==> src/rtl/digit_frame_sched.sv <==
`default_nettype none
// ============================================================================
//  Module   : digit_frame_sched
//  Purpose  : Frame-level sequencer for the digit-recognition datapath.
//             It latches and qualifies the boundary box at start of frame.
//             It holds the recognizer accumulators cleared except during
//             the measurement frame. It samples the recognizer result a
//             few cycles after end of frame. It emits a digit on a
//             valid/ready port once CONFIRM_N consecutive identical
//             results have been seen.
//  Revision : 1.0 - initial release
// ----------------------------------------------------------------------------
//  Ports
//    clock, rst_n            : clock, synchronous active-low reset
//    wren, hcount, lcount    : TFT timing (active pixel enable, column, line)
//    bbox_*                  : boundary detector box and its valid flag
//    result                  : recognizer digit (0..9, others unrecognised)
//    Upper/Lower/Right/Lift_data : box latched for the recognizer
//    tft_begin               : recognizer clear (1 = clear/hold, 0 = count)
//    digit_out/digit_valid/digit_ready : confirmed digit handshake
//    overrun                 : pulse when a confirmation hits a pending digit
//    busy                    : high in MEASURE, SETTLE and VOTE
//    timeout                 : only with DIGIT_FRAME_SCHED_TIMEOUT_EN defined
//  Configuration macro: DIGIT_FRAME_SCHED_TIMEOUT_EN. When it is defined,
//    a sticky timeout flag is raised after TIMEOUT_FRAMES consecutive
//    frames with no valid target.
// ============================================================================
module digit_frame_sched #(
   parameter int H_ACTIVE   = 480,
   parameter int V_ACTIVE   = 272,
   parameter int MIN_W      = 8,
   parameter int MIN_H      = 16,
   parameter int CONFIRM_N  = 3,
   parameter int SETTLE_CYC = 4
`ifdef DIGIT_FRAME_SCHED_TIMEOUT_EN
   ,
   parameter int TIMEOUT_FRAMES = 60
`endif
) (
   input  logic       clock,
   input  logic       rst_n,
   input  logic       wren,
   input  logic [8:0] hcount,
   input  logic [8:0] lcount,
   input  logic [8:0] bbox_upper,
   input  logic [8:0] bbox_lower,
   input  logic [8:0] bbox_right,
   input  logic [8:0] bbox_lift,
   input  logic       bbox_valid,
   input  logic [3:0] result,
   output logic [8:0] Upper_data,
   output logic [8:0] Lower_data,
   output logic [8:0] Right_data,
   output logic [8:0] Lift_data,
   output logic       tft_begin,
   output logic [3:0] digit_out,
   output logic       digit_valid,
   input  logic       digit_ready,
   output logic       overrun,
`ifdef DIGIT_FRAME_SCHED_TIMEOUT_EN
   output logic       timeout,
`endif
   output logic       busy
);

   localparam logic [8:0] c_h_last      = 9'(H_ACTIVE - 1);
   localparam logic [8:0] c_v_last      = 9'(V_ACTIVE - 1);
   localparam logic [9:0] c_min_w       = 10'(MIN_W);
   localparam logic [9:0] c_min_h       = 10'(MIN_H);
   localparam logic [3:0] c_confirm     = 4'(CONFIRM_N);
   localparam logic [3:0] c_settle_last = 4'(SETTLE_CYC - 1);

   typedef enum logic [2:0] {
      ST_WAIT_SOF = 3'd0,
      ST_MEASURE  = 3'd1,
      ST_SETTLE   = 3'd2,
      ST_VOTE     = 3'd3,
      ST_SKIP     = 3'd4
   } state_t;

   state_t     r_state;
   logic [3:0] r_settle_cnt;
   logic [3:0] r_streak;
   logic [3:0] r_cand;
   logic [3:0] r_last_emit;

   logic       w_sof;
   logic       w_eof;
   logic       w_box_good;
   logic [3:0] w_vote_cand;
   logic [3:0] w_vote_streak;
   logic       w_confirm;
   logic       w_force_idle;

   assign w_sof = wren && (hcount == 9'd0) && (lcount == 9'd0);
   assign w_eof = wren && (hcount == c_h_last) && (lcount == c_v_last);

   // Box limits are widened to 10 bits so that edge + minimum cannot wrap.
   assign w_box_good = bbox_valid
                    && ({1'b0, bbox_lower} >= ({1'b0, bbox_upper} + c_min_h))
                    && ({1'b0, bbox_right} >= ({1'b0, bbox_lift}  + c_min_w));

   assign busy = (r_state == ST_MEASURE) || (r_state == ST_SETTLE)
              || (r_state == ST_VOTE);

   // Candidate/streak update applied in the VOTE cycle.
   always_comb begin
      w_vote_cand   = r_cand;
      w_vote_streak = r_streak;
      if (result > 4'd9) begin
         w_vote_cand   = 4'hF;
         w_vote_streak = 4'd0;
      end else if (result == r_cand) begin
         if (r_streak != 4'hF) begin
            w_vote_streak = r_streak + 4'd1;
         end
      end else begin
         w_vote_cand   = result;
         w_vote_streak = 4'd1;
      end
      w_confirm = (w_vote_streak == c_confirm) && (w_vote_cand != r_last_emit);
   end

`ifdef DIGIT_FRAME_SCHED_TIMEOUT_EN
   logic [7:0] r_skip_cnt;
   logic [7:0] w_skip_next;
   logic       w_timeout_set;

   assign w_skip_next   = (r_skip_cnt == 8'hFF) ? 8'hFF : (r_skip_cnt + 8'd1);
   assign w_timeout_set = (r_state == ST_SKIP) && w_eof
                       && (w_skip_next >= 8'(TIMEOUT_FRAMES));
   // The flag and the output blanking start on the same edge.
   assign w_force_idle  = timeout || w_timeout_set;
`else
   assign w_force_idle  = 1'b0;
`endif

   always_ff @(posedge clock) begin
      if (!rst_n) begin
         r_state      <= ST_WAIT_SOF;
         r_settle_cnt <= 4'd0;
         r_streak     <= 4'd0;
         r_cand       <= 4'hF;
         r_last_emit  <= 4'hF;
         Upper_data   <= 9'd0;
         Lower_data   <= 9'd0;
         Right_data   <= 9'd0;
         Lift_data    <= 9'd0;
         tft_begin    <= 1'b1;
         digit_out    <= 4'hF;
         digit_valid  <= 1'b0;
         overrun      <= 1'b0;
`ifdef DIGIT_FRAME_SCHED_TIMEOUT_EN
         r_skip_cnt   <= 8'd0;
         timeout      <= 1'b0;
`endif
      end else begin
         overrun <= 1'b0;
         // An emit later in this block overrides the acceptance clear.
         if (digit_valid && digit_ready) begin
            digit_valid <= 1'b0;
         end

         case (r_state)
            ST_WAIT_SOF: begin
               tft_begin <= 1'b1;
               if (w_sof) begin
                  Upper_data <= bbox_upper;
                  Lower_data <= bbox_lower;
                  Right_data <= bbox_right;
                  Lift_data  <= bbox_lift;
                  if (w_box_good) begin
                     // Counting starts on the pixel after sof.
                     tft_begin <= 1'b0;
                     r_state   <= ST_MEASURE;
`ifdef DIGIT_FRAME_SCHED_TIMEOUT_EN
                     timeout   <= 1'b0;
`endif
                  end else begin
                     r_state   <= ST_SKIP;
                  end
               end
            end

            ST_MEASURE: begin
               if (w_eof) begin
                  r_settle_cnt <= 4'd0;
                  r_state      <= ST_SETTLE;
`ifdef DIGIT_FRAME_SCHED_TIMEOUT_EN
                  r_skip_cnt   <= 8'd0;
`endif
               end
            end

            ST_SETTLE: begin
               if (r_settle_cnt == c_settle_last) begin
                  r_state <= ST_VOTE;
               end else begin
                  r_settle_cnt <= r_settle_cnt + 4'd1;
               end
            end

            ST_VOTE: begin
               r_cand    <= w_vote_cand;
               r_streak  <= w_vote_streak;
               tft_begin <= 1'b1;
               r_state   <= ST_WAIT_SOF;
               if (w_confirm) begin
                  if (!digit_valid || digit_ready) begin
                     digit_out   <= w_vote_cand;
                     digit_valid <= 1'b1;
                     r_last_emit <= w_vote_cand;
                  end else begin
                     overrun <= 1'b1;
                  end
               end
            end

            ST_SKIP: begin
               tft_begin <= 1'b1;
               if (w_eof) begin
                  // Target gone: forget history so the same digit may re-emit.
                  r_streak    <= 4'd0;
                  r_cand      <= 4'hF;
                  r_last_emit <= 4'hF;
                  r_state     <= ST_WAIT_SOF;
`ifdef DIGIT_FRAME_SCHED_TIMEOUT_EN
                  r_skip_cnt  <= w_skip_next;
                  if (w_timeout_set) begin
                     timeout <= 1'b1;
                  end
`endif
               end
            end

            default: begin
               tft_begin <= 1'b1;
               r_state   <= ST_WAIT_SOF;
            end
         endcase

         if (w_force_idle) begin
            digit_out   <= 4'hF;
            digit_valid <= 1'b0;
         end
      end
   end

endmodule
`default_nettype wire

==> config.mk <==
export PLATFORM = sky130hd
export DESIGN_NAME = digit_frame_sched
export DESIGN_NICKNAME = d
export VERILOG_FILES = /design/src/rtl/digit_frame_sched.sv
export SDC_FILE = /design/constraint.sdc
export NUM_CORES = 1
export LEC_CHECK = 0
export ABC_AREA = 0
export CAP_MARGIN = 20
export CELL_PAD_IN_SITES_DETAIL_PLACEMENT = 1
export CELL_PAD_IN_SITES_GLOBAL_PLACEMENT = 2
export CORE_MARGIN = 2
export CORE_UTILIZATION = 28
export CTS_BUF_LIST = sky130_fd_sc_hd__clkbuf_8
export CTS_CLUSTER_DIAMETER = 30
export DETAILED_ROUTE_END_ITERATION = 7
export PLACE_DENSITY = 0.9
export REMOVE_ABC_BUFFERS = 1
export SLEW_MARGIN = 20
export SYNTH_ARGS = -nofsm -noshare
export SYNTH_HDL_FRONTEND = slang
export SYNTH_SLANG_ARGS = --single-unit
==> constraint.sdc <==
create_clock -name clock -period 4.7 [get_ports clock]
set_input_delay 1.175 -clock clock [delete_from_list [all_inputs] [get_ports clock]]
set_output_delay 1.175 -clock clock [all_outputs]
set_load 0.01 [all_outputs]
Yosys cells after proc, flatten, opt, wreduce, memory -nomap -nowiden. Index checks and enable logic that the tools add are counted. W data, S select, Z words.

Output and inout bits: 44. Logic and storage cells: 91. Flip-flop bits (word level): 62. Bits of input ports: 63.

$lt $le $gt $ge: 3. Reductions and logical operators: 25. Equal/unequal tests: 18. Muxes and demuxes: 28. $add $sub $neg: 4.

Operators by type and width (number): $mux W4 (10); $pmux W4 S2 (4); $ge A9 B10 Y1 (2); $eq A9 B9 Y1 const B (2); $logic_not A9 Y1 (2); $mux W3 (5); $pmux W3 S4 (1); $add A9 B4 Y10 const B (1); $add A9 B5 Y10 const B (1); $ne A2 B2 Y1 const B (5); $reduce_and A3 Y1 (3); $add A4 B1 Y4 const B (2); $eq A4 B2 Y1 const B (2); $logic_and A1 B1 Y1 (8); $reduce_and A4 Y1 (2); $mux W1 (7); $eq A3 B2 Y1 const B (2); $eq A4 B4 Y1 (1); $gt A4 B4 Y1 const B (1); $ne A2 B1 Y1 const B (2); $ne A4 B4 Y1 (1); $ne A4 B4 Y1 const B (1); $reduce_and A2 Y1 (2); $reduce_bool A2 Y1 (2); other kinds (7) (9).

Depth between registers and ports, before layout. Gate-level depths: netlist of the first run.

Word-level depth: 8. Gate-level depth with buffers: 9.

Least setup slack after synthesis of the first run. No wires, ideal clock.

Path kind: in2reg. From: in result[2]. To: reg r_last_emit[1]. Setup slack: 1714 ps. Stages: 7. Required time: 4585 ps. Data arrival time: 2872 ps. Path through: buf_4 > o21a_1 > or3_1 > a32o_1 > o2111a_2 > or4_1 > o21a_1.

Cells in the longest elaborated chain, start to end: 7.

RTL lines: start: declaration (line 50) `input logic [3:0] result,`; parallel branches: the longest is 7 deep, another holds $gt A4 B4 Y1; end signal: assignment (line 212) `r_last_emit <= w_vote_cand;`; end: declaration (line 85) `logic [3:0] r_last_emit;`.

Several ways; the timed one is not identified. The select of a mux whose other input is x is not followed. A chain may end at the register's enable or synchronous reset.

Worst setup path after layout of the first run.
From: in bbox_lift[3]. To: reg tft_begin.

Cells in the longest elaborated chain, start to end: 6.

RTL lines: start: declaration (line 48) `input logic [8:0] bbox_lift,`; $add A9 B4 Y10 (line 101) `&& ({1'b0, bbox_right} >= ({1'b0, bbox_lift} + c_min_w));`; $ge A9 B10 Y1 (line 101); $logic_and A1 B1 Y1 (line 101); $mux W1 (line 172) `if (w_box_good) begin`; $mux W1 (line 167) `if (w_sof) begin`; $pmux W1 S2 (line 164) `case (r_state)`; end signal: assignment (line 166) `tft_begin <= 1'b1;`; end signal: assignment (line 174) `tft_begin <= 1'b0;`; end signal: assignment (line 206) `tft_begin <= 1'b1;`; end: declaration (line 55) `output logic tft_begin,`.

Every way passes these cells.

==> results.cfg, run 1 <==
[pwr]
p_seq_share_pct = 45.2
p_int_mw = 0.862
ir_worst_vdd_mv = 0.129
clkPwrFrac_pct = 43.0
combPwrFrac_pct = 11.7
switchingPower_mw = 0.298
power.leakage_nw = 1.57
swShare_pct = 25.7
pwr_density_cell_nw_per_um2 = 257

[synth]
yosys_warnings = 0
ys_seq_area_share_pct = 39.6
synthSimpleGateAreaFrac_pct = 23.9
synth_compound_area_share_pct = 18.6
synthesis.area_um2 = 3140
synth_fa_ha_area_share_pct = 8.78
syn_inst = 390
avgSynthCellArea_um2 = 8.04
synthDistinctLibCells = 48
ys_ff_latch = 62
ys.flop_type = dfxtp_1
synth_top_family_by_area = simple AND/OR/NAND/NOR gates
synthArstFlopShare_pct = 0
synth_commonest_cells = nand2_1, dfxtp_1, a21oi_1, ha_1, nor2_1
synthXorXnorAreaFrac_pct = 4.47
yosysTopAreaCell = dfxtp_1
synth_mux_area_share_pct = 0.319
synth-edff-count = 0
synth_top_area_share_pct = 39.6
synth_area_leaders = dfxtp_1, nand2_1, ha_1
synth_most_common_cell = nand2_1

[critical_path]
reg2reg_depth = 6
arrival_ns = 3.58
crit_fanout = 5
crit_path_start_kind = input port
critPathRequiredTime_ns = 4.92
path_class = in2reg
critPathCaptureType = register

[routing]
dr_total_vias = 3191
drt-total-wl_um = 9550
wl_per_cell_um = 15.0
drc = 0
drtIter0Drc = 53
antenna_left = 0
via_per_inst = 5.03
first_pass_iters = 4

[clock_tree]
cts_resized = 0
clockBufferDepth = 2
hold_buffers = 0
cts_max_level = 3
clkLatencyLatePin_ns = 0.35
clk_pin_slew_ns = 0.08
cts_setup_buffers = 0
cts-buffers-inserted = 9
clockRootBuffer = clkbuf_8
cts_sinks = 62
cts_tree = yes

[cells_and_area]
antenna_cells = 0
nets = 575
drive_gt1_share_pct = 4.85
synthToLayoutAreaGrowth_pct = 44.2

[die]
die-area_um2 = 12100
die_w_um = 110
start_util_pct = 28.8
num_io_pins = 107
die_h_um = 110
fp.coreArea_um2 = 10900
rows = 38

[run]
max_cap_violations = 0

[timing]
finClkSkew_ns = 0.0118
rsz0062_at_grt = no
fin_tns_setup_ns = 0
period_minus_slack_ns = 3.35
slew_violations = 0
fmax_mhz = 298
final_hold_viol_count = 0
slew_headroom_pct = 50.7
finalSetupViolCount = 0
fin_crit_sh_pct = 71.4
hold_ws_ns = 0.452
max_slew.worst_pin.slew_ns = 0.735

[worst_hold_path]
hold_path_class = reg2reg
hold_path_depth = 2

[global_route]
grt_pass1_vias = 3307
track_usage_pct = 16.4
grt_pass1_wl_um = 15500
grt_max_degree = 48
antenna_found_initial = 0
gr-total-overflow = 0

[status]
status = finished clean

[placement]
dp_hpwl_um = 7140
numPortBuffers = 106
gp_congestion = 0.795
[state kept, by name (all words and copies together) (netlist names)]
register,count
Lift_data,9
Lower_data,9
Right_data,9
Upper_data,9
digit_out,4
digit_valid,1
overrun,1
r_cand,4
r_last_emit,4
r_settle_cnt,4
r_state,3
r_streak,4
tft_begin,1
[final timing paths]
kind,startpoint,endpoint,slack [ns]
worst max-delay path,bbox_lift[3],tft_begin,1.35
worst min-delay path,Right_data[1],Right_data[1],0.45
worst max register to register,r_state[2],r_last_emit[0],2.32
worst min register to register,Right_data[1],Right_data[1],0.45
[power by group through the flow]
stage	Clock, mW	Sequential (mW)	Combinational, mW
4_1_cts	0.517	0.525	0.139
2_1_floorplan	0	0.537	0.0514
3_5_place_dp	0	0.537	0.137
6_report	0.499	0.525	0.136
5_1_grt	0.538	0.525	0.153
3_3_place_gp	0	0.537	0.133
[worst max-delay path, cell delays in order]
cell             delay [ns]
clkdlybuf4s50_1        0.49
ha_1                   0.28
xnor2_1                0.15
ha_1                   0.30
nand2_1                0.06
o311ai_0               0.34
a41oi_1                0.22
nor4b_1                0.44
o21ai_0                0.12
[placed cells by master, fill, tap and decap left out, drive strengths merged, types with 7 or more instances in the layout]
master,n
nand2,84
clkdlybuf4s50,106
ha,22
nor3,7
o21ai,9
nand3,16
a21oi,46
nor4,9
inv,12
xor2,10
clkbuf,10
dfxtp,62
nor2,18
[final cells by class]
cell class,instances,area (um^2)
well taps,140,175
inverters,12,45.0
clock buffers,10,138
flip-flops and latches,62,1240
repair buffers,110,1090
fillers,1311,6370
clock inverters,6,70.1
multi-input cells,295,1760
[stage by stage]
step / power, mW / cell area [um^2] / util (%) / setup slack [ns] / std cells
floorplan: 0.588 / 3040 / - / 0.621 / 369
global placement: 0.670 / 4310 / 39.6 / 1.03 / 619
detailed placement: 0.674 / 4310 / 39.6 / 0.944 / 619
CTS: 1.18 / 4520 / 41.5 / 1.32 / 635
global route: 1.22 / 4520 / 41.5 / 1.14 / 635
finish: 1.16 / 4520 / 41.5 / 1.35 / 635
[routing by layer]
metal  vias up  wire length [um]  global-route usage [%]
met2        79              4680                    28.3
met1      1523              4180                    19.6
met5         -                 0                       0
met4         0               145                    6.24
met3        11               552                    4.03
li1       1578                 -                       -
[kinds of logic (layout without fill, tap and decap cells)]
| family | count (synthesis) | in the layout |
|---|---|---|
| AO/OA/AOI/OAI | 94 | 94 |
| XOR/XNOR | 16 | 16 |
| adder cells (fa/ha/maj) | 22 | 22 |
| buffers and inverters | 33 | 138 |
| flip-flops | 62 | 62 |
| multiplexers | 1 | 1 |
| AND/OR/NAND/NOR | 162 | 162 |
No activity file was read; power rests on OpenSTA's default activity.
==> inputs of run 2 (changes only) <==
Settings changed: CORE_UTILIZATION 28 to 26, PLACE_DENSITY 0.9 to 0.85.
Clock period 4.7 ns to 3.5 ns, I/O delays scaled along.
==> run 2 against run 1 <==
- sequential share of layout area fell by 0.11 points
- final cell count rose by 2.4%
- global-route usage fell by 0.77 points
- critical path type unchanged
==> results.cfg, run 2 (synthesis gave the netlist of run 1 again) <==
[clock_tree]
cts_tree = yes
cts-buffers-inserted = 9
cts_setup_buffers = 0
hold_buffers = 0
cts_resized = 0
clockRootBuffer = clkbuf_8
clk_pin_slew_ns = 0.07
clkLatencyLatePin_ns = 0.36
cts_max_level = 3
cts_sinks = 62
clockBufferDepth = 2

[critical_path]
arrival_ns = 3.23
critPathRequiredTime_ns = 3.73
critPathCaptureType = register
path_class = in2reg
crit_fanout = 3
crit_path_start_kind = input port

[timing]
slew_headroom_pct = 52.1
fin_crit_sh_pct = 85.7
slew_violations = 0
finalSetupViolCount = 0
max_slew.worst_pin.slew_ns = 0.714
rsz0062_at_grt = no
setup_ws_ns = 0.501
final_hold_viol_count = 0
period_minus_slack_ns = 3.00
fin_tns_setup_ns = 0
finClkSkew_ns = 0.0122
fmax_mhz = 333

[global_route]
track_usage_pct = 15.7
antenna_found_initial = 0
grt_pass1_vias = 3353
grt_max_degree = 37
gr-total-overflow = 0
grt_pass1_wl_um = 16100

[placement]
dp_hpwl_um = 7520
gp_congestion = 0.859
numPortBuffers = 106
dp_slack_ns = 0.0837

[cells_and_area]
antenna_cells = 0
nFillCells = 1445
drive_gt1_share_pct = 5.57
nets = 584
fin_util_pct = 38.1
synthToLayoutAreaGrowth_pct = 44.7
layout_commonest_cell = clkdlybuf4s50_1
final_cell_mix = clkdlybuf4s50_1, nand2_1, dfxtp_1, a21oi_1, ha_1

[routing]
met2_length_um = 4740
wl_per_cell_um = 15.0
top_layer = met4
route.met3.wl_um = 531
via_per_inst = 4.97
antenna_left = 0
dr_total_vias = 3230
drtIter0Drc = 72
drt-total-wl_um = 9750
first_pass_iters = 4
drc = 0
drt-met1-wl_um = 4220

[worst_hold_path]
hold_path_class = reg2reg

[pwr]
pwr_density_cell_nw_per_um2 = 311
ir_worst_vdd_mv = 0.103
power.leakage_nw = 1.62
finalPower_mw = 1.41

[die]
die-area_um2 = 13000
die_w_um = 114
start_util_pct = 26.3
num_io_pins = 107
fp.coreArea_um2 = 11900
die_h_um = 114
rows = 40

[run]
max_cap_violations = 0

[status]
status = finished clean
-- run 2: critical path, stage by stage --
cell and delay (ns):
clkdlybuf4s50_1 0.45, ha_1 0.26, xnor2_1 0.14, ha_1 0.30, nand2_1 0.07, o311ai_0 0.38
a41oi_1 0.22, nor4b_1 0.40, o21ai_0 0.13
-- run 2: path summary, 6_finish.rpt --
kind	from	end	slack [ns]	cells after the start
max	bbox_lift[3]	tft_begin	0.50	9
min	Upper_data[2]	Upper_data[2]	0.45	2
max reg2reg	r_state[2]	r_last_emit[0]	1.47	7
min reg2reg	Upper_data[2]	Upper_data[2]	0.45	2
-- run 2: report_power, final --
| part | switching (mW) | internal, mW | leakage, nW |
|---|---|---|---|
| Sequential | 0.000000642 | 0.705 | 0.500 |
| Combinational | 0.0835 | 0.105 | 1.02 |
| Clock | 0.279 | 0.240 | 0.0938 |
-- run 2: layout make-up --
cell class,count,area [um^2],area share (%)
inverters,12,45.0,0.993
clock buffers,9,124,2.73
well taps,147,184,4.05
clock inverters,6,25.0,0.551
repair buffers,119,1160,25.5
multi-input cells,295,1760,38.8
flip-flops and latches,62,1240,27.4
-- run 2: per-layer routing --
layer / up-vias / global-route usage (%)
met5: - / 0
met1: 1543 / 17.9
met3: 17 / 3.88
met4: 0 / 8.13
met2: 76 / 27.1
li1: 1594 / -
-- run 2: stage by stage --
step | std cells | hold WS, ns | cell area (um^2)
4_1_cts | 650 | 0.458 | 4540
3_5_place_dp | 635 | 0.448 | 4390
2_1_floorplan | 369 | 0.460 | 3040
6_report | 650 | 0.451 | 4540
3_3_place_gp | 635 | 0.438 | 4390
5_1_grt | 650 | 0.474 | 4540
